[src/rtl/divide_seq.sv]
// divide_seq: sequential restoring radix-2 divider, one quotient bit per cycle.
//
// Optional feature macro: DIVIDE_SEQ_SIGNED_EN
//   defined   -> sgn=1 at start selects a two's-complement divide (truncating
//                toward zero, remainder takes the dividend's sign) with one
//                extra FIX cycle for the sign correction.
//   undefined -> sgn is ignored; every operation is unsigned and FIX is never
//                entered.
//
// Ports:
//   clk        clock, all state updates on the rising edge
//   rst        synchronous active-high reset
//   start      begin a division (sampled only in IDLE)
//   sgn        signed-mode select, sampled with start
//   dividend   numerator, sampled with start
//   divisor    denominator, sampled with start
//   busy       high whenever the FSM is not IDLE
//   done       one-cycle completion pulse; results valid from this cycle on
//   quotient   registered quotient
//   remainder  registered remainder
//   dz         divide-by-zero flag of the last completed operation
module divide_seq #(
  parameter int unsigned WIDTH = 16
) (
  input  logic             clk,
  input  logic             rst,
  input  logic             start,
  input  logic             sgn,
  input  logic [WIDTH-1:0] dividend,
  input  logic [WIDTH-1:0] divisor,
  output logic             busy,
  output logic             done,
  output logic [WIDTH-1:0] quotient,
  output logic [WIDTH-1:0] remainder,
  output logic             dz
);

  localparam int unsigned CW = $clog2(WIDTH + 1);
  localparam int unsigned PW = 2 * WIDTH;

  typedef enum logic [1:0] {IDLE, CALC, FIX, DONE} state_t;

  state_t           state_q, state_d;
  // Partial register: upper half = running remainder, lower half = quotient bits.
  logic [PW-1:0]    part_q, part_d;
  logic [WIDTH-1:0] dvs_q, dvs_d;
  logic [CW-1:0]    cnt_q, cnt_d;
  logic             dz_pend_q, dz_pend_d;
  logic             busy_q, busy_d;
  logic             done_q, done_d;
  logic [WIDTH-1:0] quot_q, quot_d;
  logic [WIDTH-1:0] rem_q, rem_d;
  logic             dz_q, dz_d;

  // Operand magnitudes presented to the datapath at capture.
  logic [WIDTH-1:0] dvd_mag, dvs_mag;

`ifdef DIVIDE_SEQ_SIGNED_EN
  logic sgn_op_q, sgn_op_d;
  logic q_neg_q, q_neg_d;
  logic r_neg_q, r_neg_d;
  logic dvd_neg, dvs_neg;

  assign dvd_neg = sgn & dividend[WIDTH-1];
  assign dvs_neg = sgn & divisor[WIDTH-1];
  assign dvd_mag = dvd_neg ? (~dividend + WIDTH'(1)) : dividend;
  assign dvs_mag = dvs_neg ? (~divisor + WIDTH'(1)) : divisor;
`else
  logic unused_sgn;

  assign unused_sgn = sgn;
  assign dvd_mag    = dividend;
  assign dvs_mag    = divisor;
`endif

  // One restoring step. The bit shifted out of the top (carry) means the
  // shifted remainder exceeds WIDTH bits and so is certainly >= divisor; the
  // WIDTH-bit wrapped difference is then still the exact new remainder.
  logic [PW-1:0]    shifted;
  logic [WIDTH-1:0] hi;
  logic [WIDTH-1:0] diff;
  logic             carry;
  logic             ge;

  assign shifted = {part_q[PW-2:0], 1'b0};
  assign carry   = part_q[PW-1];
  assign hi      = shifted[PW-1:WIDTH];
  assign diff    = hi - dvs_q;
  assign ge      = carry || (hi >= dvs_q);

  // Next-state and datapath logic.
  always_comb begin
    state_d   = state_q;
    part_d    = part_q;
    dvs_d     = dvs_q;
    cnt_d     = cnt_q;
    dz_pend_d = dz_pend_q;
    done_d    = 1'b0;
    quot_d    = quot_q;
    rem_d     = rem_q;
    dz_d      = dz_q;
`ifdef DIVIDE_SEQ_SIGNED_EN
    sgn_op_d  = sgn_op_q;
    q_neg_d   = q_neg_q;
    r_neg_d   = r_neg_q;
`endif

    case (state_q)
      IDLE: begin
        // The IDLE cycle carrying the done pulse does not accept a new start.
        if (start && !done_q) begin
          dvs_d = dvs_mag;
`ifdef DIVIDE_SEQ_SIGNED_EN
          sgn_op_d = sgn;
          q_neg_d  = dvd_neg ^ dvs_neg;
          r_neg_d  = dvd_neg;
`endif
          if (divisor == WIDTH'(0)) begin
            // Preload the divide-by-zero result: remainder = raw dividend.
            part_d    = {dividend, {WIDTH{1'b1}}};
            dz_pend_d = 1'b1;
            state_d   = DONE;
          end else begin
            part_d    = {WIDTH'(0), dvd_mag};
            dz_pend_d = 1'b0;
            cnt_d     = CW'(WIDTH);
            state_d   = CALC;
          end
        end
      end

      CALC: begin
        part_d = ge ? {diff, shifted[WIDTH-1:1], 1'b1} : shifted;
        cnt_d  = cnt_q - CW'(1);
        if (cnt_q == CW'(1)) begin
`ifdef DIVIDE_SEQ_SIGNED_EN
          state_d = sgn_op_q ? FIX : DONE;
`else
          state_d = DONE;
`endif
        end
      end

`ifdef DIVIDE_SEQ_SIGNED_EN
      FIX: begin
        if (q_neg_q) part_d[WIDTH-1:0]  = ~part_q[WIDTH-1:0] + WIDTH'(1);
        if (r_neg_q) part_d[PW-1:WIDTH] = ~part_q[PW-1:WIDTH] + WIDTH'(1);
        state_d = DONE;
      end
`endif

      DONE: begin
        done_d  = 1'b1;
        quot_d  = part_q[WIDTH-1:0];
        rem_d   = part_q[PW-1:WIDTH];
        dz_d    = dz_pend_q;
        state_d = IDLE;
      end

      default: state_d = IDLE;
    endcase

    busy_d = (state_d != IDLE);
  end

  // State and output registers.
  always_ff @(posedge clk) begin
    if (rst) begin
      state_q   <= IDLE;
      part_q    <= '0;
      dvs_q     <= '0;
      cnt_q     <= '0;
      dz_pend_q <= 1'b0;
      busy_q    <= 1'b0;
      done_q    <= 1'b0;
      quot_q    <= '0;
      rem_q     <= '0;
      dz_q      <= 1'b0;
`ifdef DIVIDE_SEQ_SIGNED_EN
      sgn_op_q  <= 1'b0;
      q_neg_q   <= 1'b0;
      r_neg_q   <= 1'b0;
`endif
    end else begin
      state_q   <= state_d;
      part_q    <= part_d;
      dvs_q     <= dvs_d;
      cnt_q     <= cnt_d;
      dz_pend_q <= dz_pend_d;
      busy_q    <= busy_d;
      done_q    <= done_d;
      quot_q    <= quot_d;
      rem_q     <= rem_d;
      dz_q      <= dz_d;
`ifdef DIVIDE_SEQ_SIGNED_EN
      sgn_op_q  <= sgn_op_d;
      q_neg_q   <= q_neg_d;
      r_neg_q   <= r_neg_d;
`endif
    end
  end

  assign busy      = busy_q;
  assign done      = done_q;
  assign quotient  = quot_q;
  assign remainder = rem_q;
  assign dz        = dz_q;

endmodule

[config.mk]
export PLATFORM = sky130hd
export DESIGN_NAME = divide_seq
export DESIGN_NICKNAME = d
export VERILOG_FILES = /design/src/rtl/divide_seq.sv
export SDC_FILE = /design/constraint.sdc
export NUM_CORES = 1
export LEC_CHECK = 0
export BUFFER_PORTS_ARGS = -buffer_cell sky130_fd_sc_hd__buf_2
export CORE_MARGIN = 4
export CORE_UTILIZATION = 45
export DETAILED_ROUTE_END_ITERATION = 10
export GPL_ROUTABILITY_DRIVEN = 1
export GPL_TIMING_DRIVEN = 0
export PLACE_DENSITY = 0.66
export RECOVER_POWER = 50
export SYNTH_ARGS = -nofsm -noshare
export SYNTH_HDL_FRONTEND = slang
export SYNTH_SLANG_ARGS = --single-unit
[constraint.sdc]
create_clock -name clk -period 3.7 [get_ports clk]
set_input_delay 0 -clock clk [delete_from_list [all_inputs] [get_ports clk]]
set_output_delay 0 -clock clk [all_outputs]
set_load 0.01 [all_outputs]
After elaboration in Yosys (flattened, before gate mapping)

Cells that the tools add are included.

Input port bits: 36
Memories kept: 0
Output and inout bits: 35
Bits in latches: 0
Register bits after elaboration: 91
Memory bits (writable): 0
Bits in read-only memories: 0
Word-level logic and storage cells: 41

Multiplexer cells: 13
Equality and inequality tests: 5
Order comparisons: 1
Div/mod/pow operators: 0
Multiply operators: 0
Bitwise logic cells: 0
Add/subtract/negate cells: 2
Shift operators: 0
Reductions and logical operators: 10

Operator list:

| cell                | number |
|---|---|
| $mux 32             | 3 |
| $pmux 32 s2         | 1 |
| $ge 16x16->1        | 1 |
| $logic_not 16->1    | 1 |
| $sub 16x16->16      | 1 |
| $mux 5              | 2 |
| $pmux 5 s2          | 1 |
| $mux 2              | 3 |
| $eq 5x1->1 const B  | 1 |
| $sub 5x1->5 const B | 1 |
| $ne 2x2->1 const B  | 2 |
| $pmux 2 s2          | 1 |
| $reduce_and 2->1    | 2 |
| $reduce_bool 2->1   | 2 |
| $reduce_and 3->1    | 1 |
| $eq 2x1->1 const B  | 1 |
| $eq 2x2->1 const B  | 1 |
| $logic_not 2->1     | 1 |
| $mux 1              | 2 |
| $logic_and 1x1->1   | 1 |
| $logic_not 1->1     | 1 |
| $logic_or 1x1->1    | 1 |

Depth between registers and ports, before layout

Gate-level depths: netlist (run 1).

Depth after elaboration: 5
Gate-level depth with buffers: 11

Least setup slack after synthesis (run 1)

No wires, ideal clock.

Path type: register -> register
From: register part_q[15]
To: register part_q[17]
Path buffers: 1
Stages on the path, launching flop included: 12
Slack: 1.103 ns
Data arrival time: 2.497 ns
Library setup time: 0.100 ns
Cells stage by stage: dfxtp_1 inv_1 ha_1 fa_1 nand2b_1 a21oi_1 o21ai_0 a21oi_4 o32ai_2 buf_6 mux2_4 a2111oi_4

Word-level cells in the longest chain between the ends: 4

Ends and longest elaborated chain:

| element                | RTL line | text |
|---|---|---|
| from (decl)            | 45       | `logic [PW-1:0] part_q, part_d;` |
| from (signal assigned) | 186      | `part_q <= part_d;` |
| $ge 16x16->1           | 89       | `assign ge = carry \|\| (hi >= dvs_q);` |
| $logic_or 1x1->1       | 89       |  |
| $mux 32 *              | 133      | `part_d = ge ? {diff, shifted[WIDTH-1:1], 1'b1} : shifted;` |
| $pmux 32 s2 *          | 108      | `case (state_q)` |

Mark *: on every way between the ends. The rest lies on a longest branch, timed or not.
A chain may end at the register's enable or synchronous reset.

Worst setup path after layout (run 1)

From: register part_q[15]
To: register part_q[18]

The elaborated chain is that of the path after synthesis.

==> flow_summary.ini, run 1 <==
[outcome]
outcome = finished, final reports clean

[synth]
yosysSeqAreaShare_pct = 40.5
ys_ff_latch = 91
ys.flop_type = dfxtp_1
syn_nets = 619
syn_area_mm2 = 0.00450
synth_edf_count = 0
async_flop_share_pct = 0
netlist_instances = 564
ys_top_cells_by_count = 129 x nand2_1, 91 x dfxtp_1, 85 x a21oi_1
synth_largest_area_cell = dfxtp_1
postSynthAreaPerCell_um2 = 7.97
synth_cell_types = 53
yosys_warnings = 0
synth_top_area_share_pct = 40.5
ys_top_cells_by_area = dfxtp_1 41%, nand2_1 11%, a21oi_1 9.5%, ha_1 5.0%, o221ai_1 2.9%
synth_most_common_cell = nand2_1

[run]
cap_violations = 0

[floorplanning]
core_mm2 = 0.00973
num_rows = 36
fp.dieW_um = 108
start_util_pct = 46.2
dieArea_mm2 = 0.0117
io_pins = 71
fp.dieH_um = 108

[critical_path]
cp-end-kind = flop
start_kind = flop
crit_chain = inv_1 -> ha_1 -> fa_1 -> nand2b_1 -> a21oi_1 -> o21ai_0 -> a21oi_4 -> o32ai_2 -> buf_6 -> nor2_1 -> a221o_1
rr_startpoint = part_q[15]$_SDFFE_PP0P_
critPathRequiredTime_ns = 4.00
slowest_stage = nor2_1
cp_max_fo = 10
path_delay_family = compound AO/OA/AOI/OAI gates
crit_path_max_incr_delay_ns = 0.49
worstPathArrival_ns = 3.32
worst-setup-path-type = reg2reg
critPathBufInv = 2
startpoint = part_q[15]$_SDFFE_PP0P_

[cts]
cts_tree = yes
cts_sinks = 91
post_cts_buffers = 0
clk_latency_ns = 0.36
clk_path_buf_depth = 2
cts.clk_slew.worst_paths_ns = 0.10
ctsHoldBuffers = 19
cts_made_buffers = 9
htree_num_levels = 3
clock-root-buffer = clkbuf_8
cts_resized = 0

[sta]
worst_pin_slew_ns = 0.985
finalCritPeriodShare_pct = 81.5
setup_tns_ns = 0
max_freq_mhz = 332
layout_min_cycle_time_ns = 3.02
fin_skew_ns = 0.0124
setup_slack_ns = 0.684
drv_slew = 0
hold_viol = 0
setup_violations = 0
rsz0062_at_grt = no
max-slew-margin-rel_pct = 33.8

[place]
portBuffers = 69
dpl_cell_area_mm2 = 0.00501
gp_congestion = 0.914
placement.setup.worst_slack_ns = 0.744
dp_hpwl_mm = 9.63

[power]
p_sw_share_pct = 38.9
finalPower_mw = 3.27
irDropWorstVdd_uv = 340
p_comb_share_pct = 44.5
p_leak_nw = 2.04
pwr_density_cell_mw_per_mm2 = 614
seqPwrFrac_pct = 35.8
internal_power_mw = 2.00
power.switching_mw = 1.27
p_clk_share_pct = 19.7

[grt]
grt_usage_pct = 21.9
antenna_found_initial = 0
grt_pass1_vias = 4118
grt_max_degree = 17
grt_pass1_wl_mm = 20.3
grt-ovfl-total = 0

[routing]
vias_per_cell = 5.31
drt_pass1_iterations = 6
drc = 0
initialDrtViolationCount = 248
antenna_left = 0
wire_per_inst_um = 15.6
routed_wl_mm = 12.5
vias = 4255

[cells_and_area]
drive_gt1_share_pct = 10.0
area_delta_synth_final_pct = 18.7
final_core_util_pct = 54.9
final_area_mm2 = 0.00534
antennaDiodeCount = 0
finalNetCount = 718

[hold_path]
hold_start = dividend[15]
worstHoldPathType = in2reg
[power by group through the flow]
stage	combinational (mW)	clock, mW	sequential (mW)
after floorplan	1.15	0	1.15
after global placement	1.39	0	1.19
after detailed placement	1.41	0	1.19
after CTS	1.44	0.655	1.17
after global routing	1.61	0.699	1.19
final	1.46	0.645	1.17
[per-stage QoR]
stage | std cells | hold WS (ns)
CTS | 801 | 0.00129
floorplan | 564 | 0.136
global route | 801 | 0.00769
global placement | 766 | 0.252
detailed placement | 766 | 0.258
finish | 801 | 0.0159
[registers in the layout, indices dropped and copies added, names as in the netlist]
| name | count |
|---|---|
| dvs_q | 16 |
| done | 1 |
| state_q | 2 |
| dz | 1 |
| quotient | 16 |
| dz_pend_q | 1 |
| busy | 1 |
| remainder | 16 |
| cnt_q | 5 |
| part_q | 32 |
[layout make-up]
| cell class | count | area [µm²] |
|---|---|---|
| plain buffers | 35 | 178 |
| clock buffers | 10 | 138 |
| clock inverters | 6 | 46.3 |
| fillers | 983 | 4390 |
| inverters | 25 | 93.8 |
| multi-input cells | 413 | 2400 |
| flip-flops and latches | 91 | 1820 |
| well taps | 133 | 166 |
| repair buffers | 88 | 492 |
[kinds of logic after synthesis]
family,synth area share (%)
fa+ha+maj,5.46
compound gates,24.2
flops,40.5
buf+inv,6.04
mux,0.334
simple gates,20.5
xor+xnor,2.92
[per-layer routing]
metal	wire length, µm	vias to the layer above	share of wire, %	global-route usage, %
li1	-	2168	-	-
met1	5940	1970	48	29.5
met2	5750	102	46	36.7
met3	609	15	4.9	3.70
met4	155	0	1.2	5.23
met5	0	-	0	0
[worst min-delay path, stage by stage]
cell,delay (ns)
buf_2,0.12
o221ai_1,0.14
a21oi_1,0.07
[cells in the final DEF, fill, tap and decap left out, types with 10 or more instances in the layout]
cell,count
a21oi_1,85
buf_2,35
clkbuf_1,62
clkbuf_8,10
dfxtp_1,91
dlygate4sd3_1,19
ha_1,18
inv_1,25
nand2_1,129
nor2_1,32
nor3_1,13
o21ai_0,12
o221ai_1,15
xnor2_1,10
[final timing paths]
check                             end  slack (ns)  cells past startpoint
max           part_q[18]$_SDFFE_PP0P_        0.68                     11
min           part_q[15]$_SDFFE_PP0P_        0.02                      3
max reg2reg   part_q[18]$_SDFFE_PP0P_        0.68                     11
min reg2reg  quotient[3]$_SDFFE_PP0P_        0.46                      2
No activity file was read; power rests on OpenSTA's default activity.
==> run 2: changes to the inputs <==
--- a/config.mk
+++ b/config.mk
@@ -11,7 +11,7 @@
 export DETAILED_ROUTE_END_ITERATION = 10
 export GPL_ROUTABILITY_DRIVEN = 1
 export GPL_TIMING_DRIVEN = 0
-export PLACE_DENSITY = 0.66
+export PLACE_DENSITY = 0.68
 export RECOVER_POWER = 50
 export SYNTH_ARGS = -nofsm -noshare
 export SYNTH_HDL_FRONTEND = slang
==> constraint.sdc (replaced) <==
create_clock -name clk -period 2.6 [get_ports clk]
set_input_delay 0 -clock clk [delete_from_list [all_inputs] [get_ports clk]]
set_output_delay 0 -clock clk [all_outputs]
set_load 0.01 [all_outputs]
==> run 2 against run 1 <==
Effect of this change:
- final area grew 3.6%
- routed wire length grew 1.5%
- cell count grew 0.87%
- clock power grew 71%
- critical path depth is the same
- fmax grew 20%
- global-route usage grew 0.14 points
- utilization grew 2.0 points
- clock skew shrank 0.0059 ns
==> flow_summary.ini, run 2 (synthesis gave the netlist of run 1 again) <==
[sta]
worst_pin_slew_ns = 0.972
hold_viol = 0
rsz0062_at_grt = yes
layout_min_cycle_time_ns = 2.52
hold_slack_ns = 0.00591
fin_skew_ns = 0.00648
setup_violations = 0
max-slew-margin-rel_pct = 34.7
drv_slew = 0
setup_slack_ns = 0.0820
finalCritPeriodShare_pct = 96.8
max_freq_mhz = 397

[floorplanning]
core_mm2 = 0.00973
fp.dieH_um = 108
num_rows = 36
start_util_pct = 46.2
io_pins = 71
fp.dieW_um = 108
dieArea_mm2 = 0.0117

[critical_path]
slowest_stage = fa_2
crit_chain = inv_2 -> ha_4 -> fa_2 -> nand2b_4 -> a21oi_4 -> o21ai_2 -> a21oi_4 -> o32ai_4 -> buf_6 -> mux2_4 -> a2111oi_4
cp-end-kind = flop
r2r_setup_slack_ns = 0.08
rr_endpoint = part_q[17]$_SDFFE_PP0P_
path_delay_family = compound AO/OA/AOI/OAI gates
worst-setup-path-type = reg2reg
worstPathArrival_ns = 2.80
startpoint = part_q[15]$_SDFFE_PP0P_
ff2ff_path_depth = 11
worst-path-stages = 11
start_kind = flop
crit_path_max_incr_delay_ns = 0.39
cp_common_cell = a21oi_4
critPathBufInv = 2
cp_max_fo = 8
cp-endpoint = part_q[17]$_SDFFE_PP0P_
critPathRequiredTime_ns = 2.88
rr_startpoint = part_q[15]$_SDFFE_PP0P_

[routing]
drc = 0
vias = 4368
wire_per_inst_um = 15.6
initialDrtViolationCount = 163
antenna_left = 0
drt_pass1_iterations = 5
vias_per_cell = 5.41
routed_wl_mm = 12.6

[grt]
antenna_found_initial = 0
grt_pass1_wl_mm = 20.3
grt_max_degree = 15
grt_pass1_vias = 4132
grt_usage_pct = 22.0
grt-ovfl-total = 0

[cells_and_area]
antennaDiodeCount = 0
final_common_cell = nand2_1
layout_common_cells = 129 x nand2_1, 89 x dfxtp_1, 84 x a21oi_1
fillerInstances = 936
drive_gt1_share_pct = 12.4
top_register = part_q
area_delta_synth_final_pct = 23.0
final_core_util_pct = 56.9
largest_reg_flops = 32
final_area_mm2 = 0.00553
finalNetCount = 726

[cts]
cts_sinks = 91
cts_tree = yes
clk_path_buf_depth = 2
htree_num_levels = 3
clk_latency_ns = 0.37
cts.clk_slew.worst_paths_ns = 0.09
cts_made_buffers = 9
clock-root-buffer = clkbuf_8

[place]
placement.setup.worst_slack_ns = -0.317
dp_hpwl_mm = 9.58
dpl_cell_area_mm2 = 0.00501
gp_congestion = 0.925
portBuffers = 69

[power]
irDropWorstVdd_uv = 603
p_leak_nw = 2.12
pwr_density_cell_mw_per_mm2 = 915

[hold_path]
worstHoldPathType = in2reg

[outcome]
outcome = finished, final reports clean

[run]
cap_violations = 0
run 2: cell count changes in the layout (fill, tap and decap cells not counted), sizes merged:
cell / change
buf: +6
bufinv: +2
clkbuf: +1
clkinvlp: -2
dlygate4sd3: +2
inv: -2
run 2: worst min-delay path by stage:
stage	slack (ns)	startpoint	endpoint	cells after the start
floorplan	0.14	divisor[10]	dvs_q[10]$_SDFFE_PP0P_	2
global placement	0.25	divisor[13]	dvs_q[13]$_SDFFE_PP0P_	3
detailed placement	0.26	divisor[2]	dvs_q[2]$_SDFFE_PP0P_	3
CTS	0.00004	dividend[7]	part_q[7]$_SDFFE_PP0P_	3
global route	0.02	dividend[4]	part_q[4]$_SDFFE_PP0P_	3
finish	0.006	dividend[1]	part_q[1]$_SDFFE_PP0P_	3
run 2: metrics by stage:
| step | TNS, ns | instances | total power [mW] |
|---|---|---|---|
| after global placement | -3.66 | 766 | 3.67 |
| after global routing | -0.00432 | 808 | 5.38 |
| after CTS | 0 | 804 | 4.86 |
| final | 0 | 808 | 5.06 |
| after floorplan | 0 | 564 | 3.27 |
| after detailed placement | -4.55 | 766 | 3.70 |
run 2: cell type report:
| cell class | instances | area, µm² | share of cell area [%] |
|---|---|---|---|
| inverter | 25 | 93.8 | 1.70 |
| tap | 133 | 166 | 3.01 |
| buffer | 35 | 184 | 3.33 |
| multi-input combinational | 413 | 2480 | 44.9 |
| clock inverter | 4 | 73.8 | 1.33 |
| timing repair buffer | 96 | 557 | 10.1 |
| sequential | 91 | 1820 | 33.0 |
| clock buffer | 11 | 151 | 2.74 |
run 2: metal layers:
| layer | vias up | global-route usage [%] | wire length (µm) | part of all wire (%) |
|---|---|---|---|---|
| li1 | 2184 | - | - | - |
| met1 | 2034 | 29.9 | 5860 | 46 |
| met2 | 128 | 35.8 | 5780 | 46 |
| met3 | 22 | 2.51 | 703 | 5.6 |
| met4 | 0 | 9.02 | 304 | 2.4 |
| met5 | - | 0 | 0 | 0 |
run 2: power breakdown:
part | internal, mW | switching [mW] | leakage (nW)
clock | 0.589 | 0.511 | 0.115
sequential | 1.52 | 0.146 | 0.743
combinational | 1.11 | 1.19 | 1.26
run 2: worst register-to-register path, stage by stage, from the launching register on:
cell	delay [ns]
dfxtp_2	0.37
inv_2	0.06
ha_4	0.17
fa_2	0.39
nand2b_4	0.17
a21oi_4	0.15
o21ai_2	0.09
a21oi_4	0.19
o32ai_4	0.11
buf_6	0.16
mux2_4	0.31
a2111oi_4	0.27
run 2: repair_timing:
item                                   4_1_cts  5_1_grt
hold buffers                                21        0
gates resized for setup                      8       13
setup endpoints to repair                   17       16
pin swaps                                    1        6
endpoints found under the hold margin       21        0
buffers inserted                             2        4
==> run 3: changes to the inputs <==
--- a/config.mk
+++ b/config.mk
@@ -11,7 +11,7 @@
 export DETAILED_ROUTE_END_ITERATION = 10
 export GPL_ROUTABILITY_DRIVEN = 1
 export GPL_TIMING_DRIVEN = 0
-export PLACE_DENSITY = 0.68
+export PLACE_DENSITY = 0.66
 export RECOVER_POWER = 50
 export SYNTH_ARGS = -nofsm -noshare
 export SYNTH_HDL_FRONTEND = slang
==> constraint.sdc (replaced) <==
create_clock -name clk -period 2.4 [get_ports clk]
set_input_delay 0 -clock clk [delete_from_list [all_inputs] [get_ports clk]]
set_output_delay 0 -clock clk [all_outputs]
set_load 0.01 [all_outputs]
==> run 3 against run 2 <==
Effect of this change:
- the run now ends with negative setup slack left
- combinational power increased by 17%
- via count increased by 0.87%
- fmax increased by 4.0%
- total power increased by 12%
- hold slack improved by 0.0021 ns
- setup slack got worse by 0.10 ns
- final area increased by 2.3%
- routed wire length increased by 1.4%
- clock power increased by 8%
- critical endpoint unchanged
==> flow_summary.ini, run 3 (synthesis gave the netlist of run 1 again) <==
[sta]
setup_slack_ns = -0.0207
drv_slew = 0
max_freq_mhz = 413
fin_skew_ns = 0.0135
finalCritPeriodShare_pct = 101
rsz0062_at_grt = yes
max-slew-margin-rel_pct = 31.4
hold_slack_ns = 0.00800
setup_violations = 2
layout_min_cycle_time_ns = 2.42
worst_pin_slew_ns = 1.02
hold_viol = 0

[cells_and_area]
final_common_cell = nand2_1
layout_common_cells = 129 x nand2_1, 85 x dfxtp_1, 81 x a21oi_1
antennaDiodeCount = 0
area_delta_synth_final_pct = 25.9
top_register = part_q
instances_no_fill = 814
final_area_mm2 = 0.00566
largest_reg_flops = 32
final_core_util_pct = 58.2
finalNetCount = 731
drive_gt1_share_pct = 16.2

[power]
p_leak_nw = 2.14
p_clk_share_pct = 20.9
p_comb_share_pct = 46.9
seqPwrFrac_pct = 32.1
irDropWorstVdd_uv = 517
internal_power_mw = 3.55
power.switching_mw = 2.13
p_sw_share_pct = 37.5
pwr_density_cell_mw_per_mm2 = 1010

[critical_path]
start_kind = flop
worstPathArrival_ns = 2.68
cp_max_fo = 5
rr_endpoint = part_q[17]$_SDFFE_PP0P_
critPathRequiredTime_ns = 2.66
cp-end-kind = flop
ff2ff_path_depth = 11
rr_startpoint = part_q[15]$_SDFFE_PP0P_
r2r_setup_slack_ns = -0.02
worst-setup-path-type = reg2reg

[place]
place_inst = 766
dpl_cell_area_mm2 = 0.00505
placement.setup.worst_slack_ns = -0.232
portBuffers = 69
gp_congestion = 0.902
dp_hpwl_mm = 9.58

[cts]
cts_tree = yes
cts_sinks = 91
clk_path_buf_depth = 2
htree_num_levels = 3
clock-root-buffer = clkbuf_8
cts.clk_slew.worst_paths_ns = 0.10
clk_latency_ns = 0.37
cts_made_buffers = 9

[grt]
grt_max_degree = 17
grt-ovfl-total = 0
antenna_found_initial = 0
grt_usage_pct = 22.4
grt_pass1_vias = 4191
grt_pass1_wl_mm = 20.7

[outcome]
outcome = finished, violations left
violations = negative setup slack

[routing]
initialDrtViolationCount = 240
wire_per_inst_um = 15.7
drc = 0
vias = 4406
antenna_left = 0
vias_per_cell = 5.41
routed_wl_mm = 12.8
drt_pass1_iterations = 4

[floorplanning]
start_util_pct = 46.2
fp.dieW_um = 108
io_pins = 71
core_mm2 = 0.00973
dieArea_mm2 = 0.0117
fp.dieH_um = 108
num_rows = 36

[run]
cap_violations = 0

[hold_path]
whs_endpoint = part_q[3]$_SDFFE_PP0P_
hold_start = dividend[3]
worstHoldPathType = in2reg
min_path_cells = 3
==> run 3: cell types whose count changed in the layout (fill, tap and decap cells not counted), sizes merged <==
cell,before,now
buf,48,51
dlygate4sd3,21,23
clkbuf,73,71
inv,25,28
==> run 3: worst max-delay path, cell delays in order (launching register included) <==
cell and delay (ns):
dfxtp_4 0.38, inv_2 0.05, ha_4 0.15, fa_2 0.34, nand2b_4 0.17, a21oi_4 0.14
o21ai_2 0.08, a21oi_4 0.14, o32ai_2 0.10, buf_6 0.15, mux2_4 0.31, a2111oi_4 0.30
==> run 3: layout make-up <==
cell class	count	area [µm²]
clock inverters	7	96.3
inverters	25	93.8
plain buffers	35	186
repair buffers	101	599
multi-input cells	413	2560
fillers	930	4070
flip-flops and latches	91	1830
well taps	133	166
clock buffers	9	124
==> run 3: power groups by stage <==
stage / registers, mW / clock network (mW) / logic (mW)
2_1_floorplan: 1.77 / 0 / 1.80
3_3_place_gp: 1.84 / 0 / 2.19
3_5_place_dp: 1.84 / 0 / 2.23
4_1_cts: 1.82 / 1.20 / 2.48
5_1_grt: 1.84 / 1.26 / 2.91
6_report: 1.83 / 1.19 / 2.67
==> run 3: routing by layer <==
| metal | vias up | track usage (%) | wire (µm) |
|---|---|---|---|
| met4 | 0 | 8.57 | 302 |
| met3 | 24 | 2.99 | 653 |
| li1 | 2198 | - | - |
| met1 | 2048 | 29.7 | 6010 |
| met5 | - | 0 | 0 |
| met2 | 136 | 37.2 | 5850 |
==> run 3: worst max-delay path by stage <==
stage | start | to | slack, ns | depth (start not counted)
finish | part_q[15]$_SDFFE_PP0P_ | part_q[17]$_SDFFE_PP0P_ | -0.02 | 11
global route | part_q[15]$_SDFFE_PP0P_ | part_q[17]$_SDFFE_PP0P_ | -0.11 | 11
CTS | part_q[15]$_SDFFE_PP0P_ | part_q[17]$_SDFFE_PP0P_ | -0.03 | 11
detailed placement | part_q[26]$_SDFFE_PP0P_ | part_q[17]$_SDFFE_PP0P_ | -0.23 | 9
global placement | part_q[26]$_SDFFE_PP0P_ | part_q[17]$_SDFFE_PP0P_ | -0.19 | 9
floorplan | part_q[15]$_SDFFE_PP0P_ | part_q[17]$_SDFFE_PP0P_ | 0.01 | 11
==> run 3: what timing repair did <==
action	4_1_cts	5_1_grt
endpoints found under the setup margin	16	26
pin swaps	7	5
resized for setup	13	24
hold buffers	23	0
setup buffers	6	3
endpoints found under the hold margin	25	0
==> run 3: metrics by stage <==
step           setup TNS, ns  total power [mW]
6_report             -0.0282              5.69
5_1_grt               -0.619              6.01
4_1_cts              -0.0282              5.50
3_5_place_dp           -2.44              4.07
3_3_place_gp           -2.16              4.02
2_1_floorplan              0              3.58
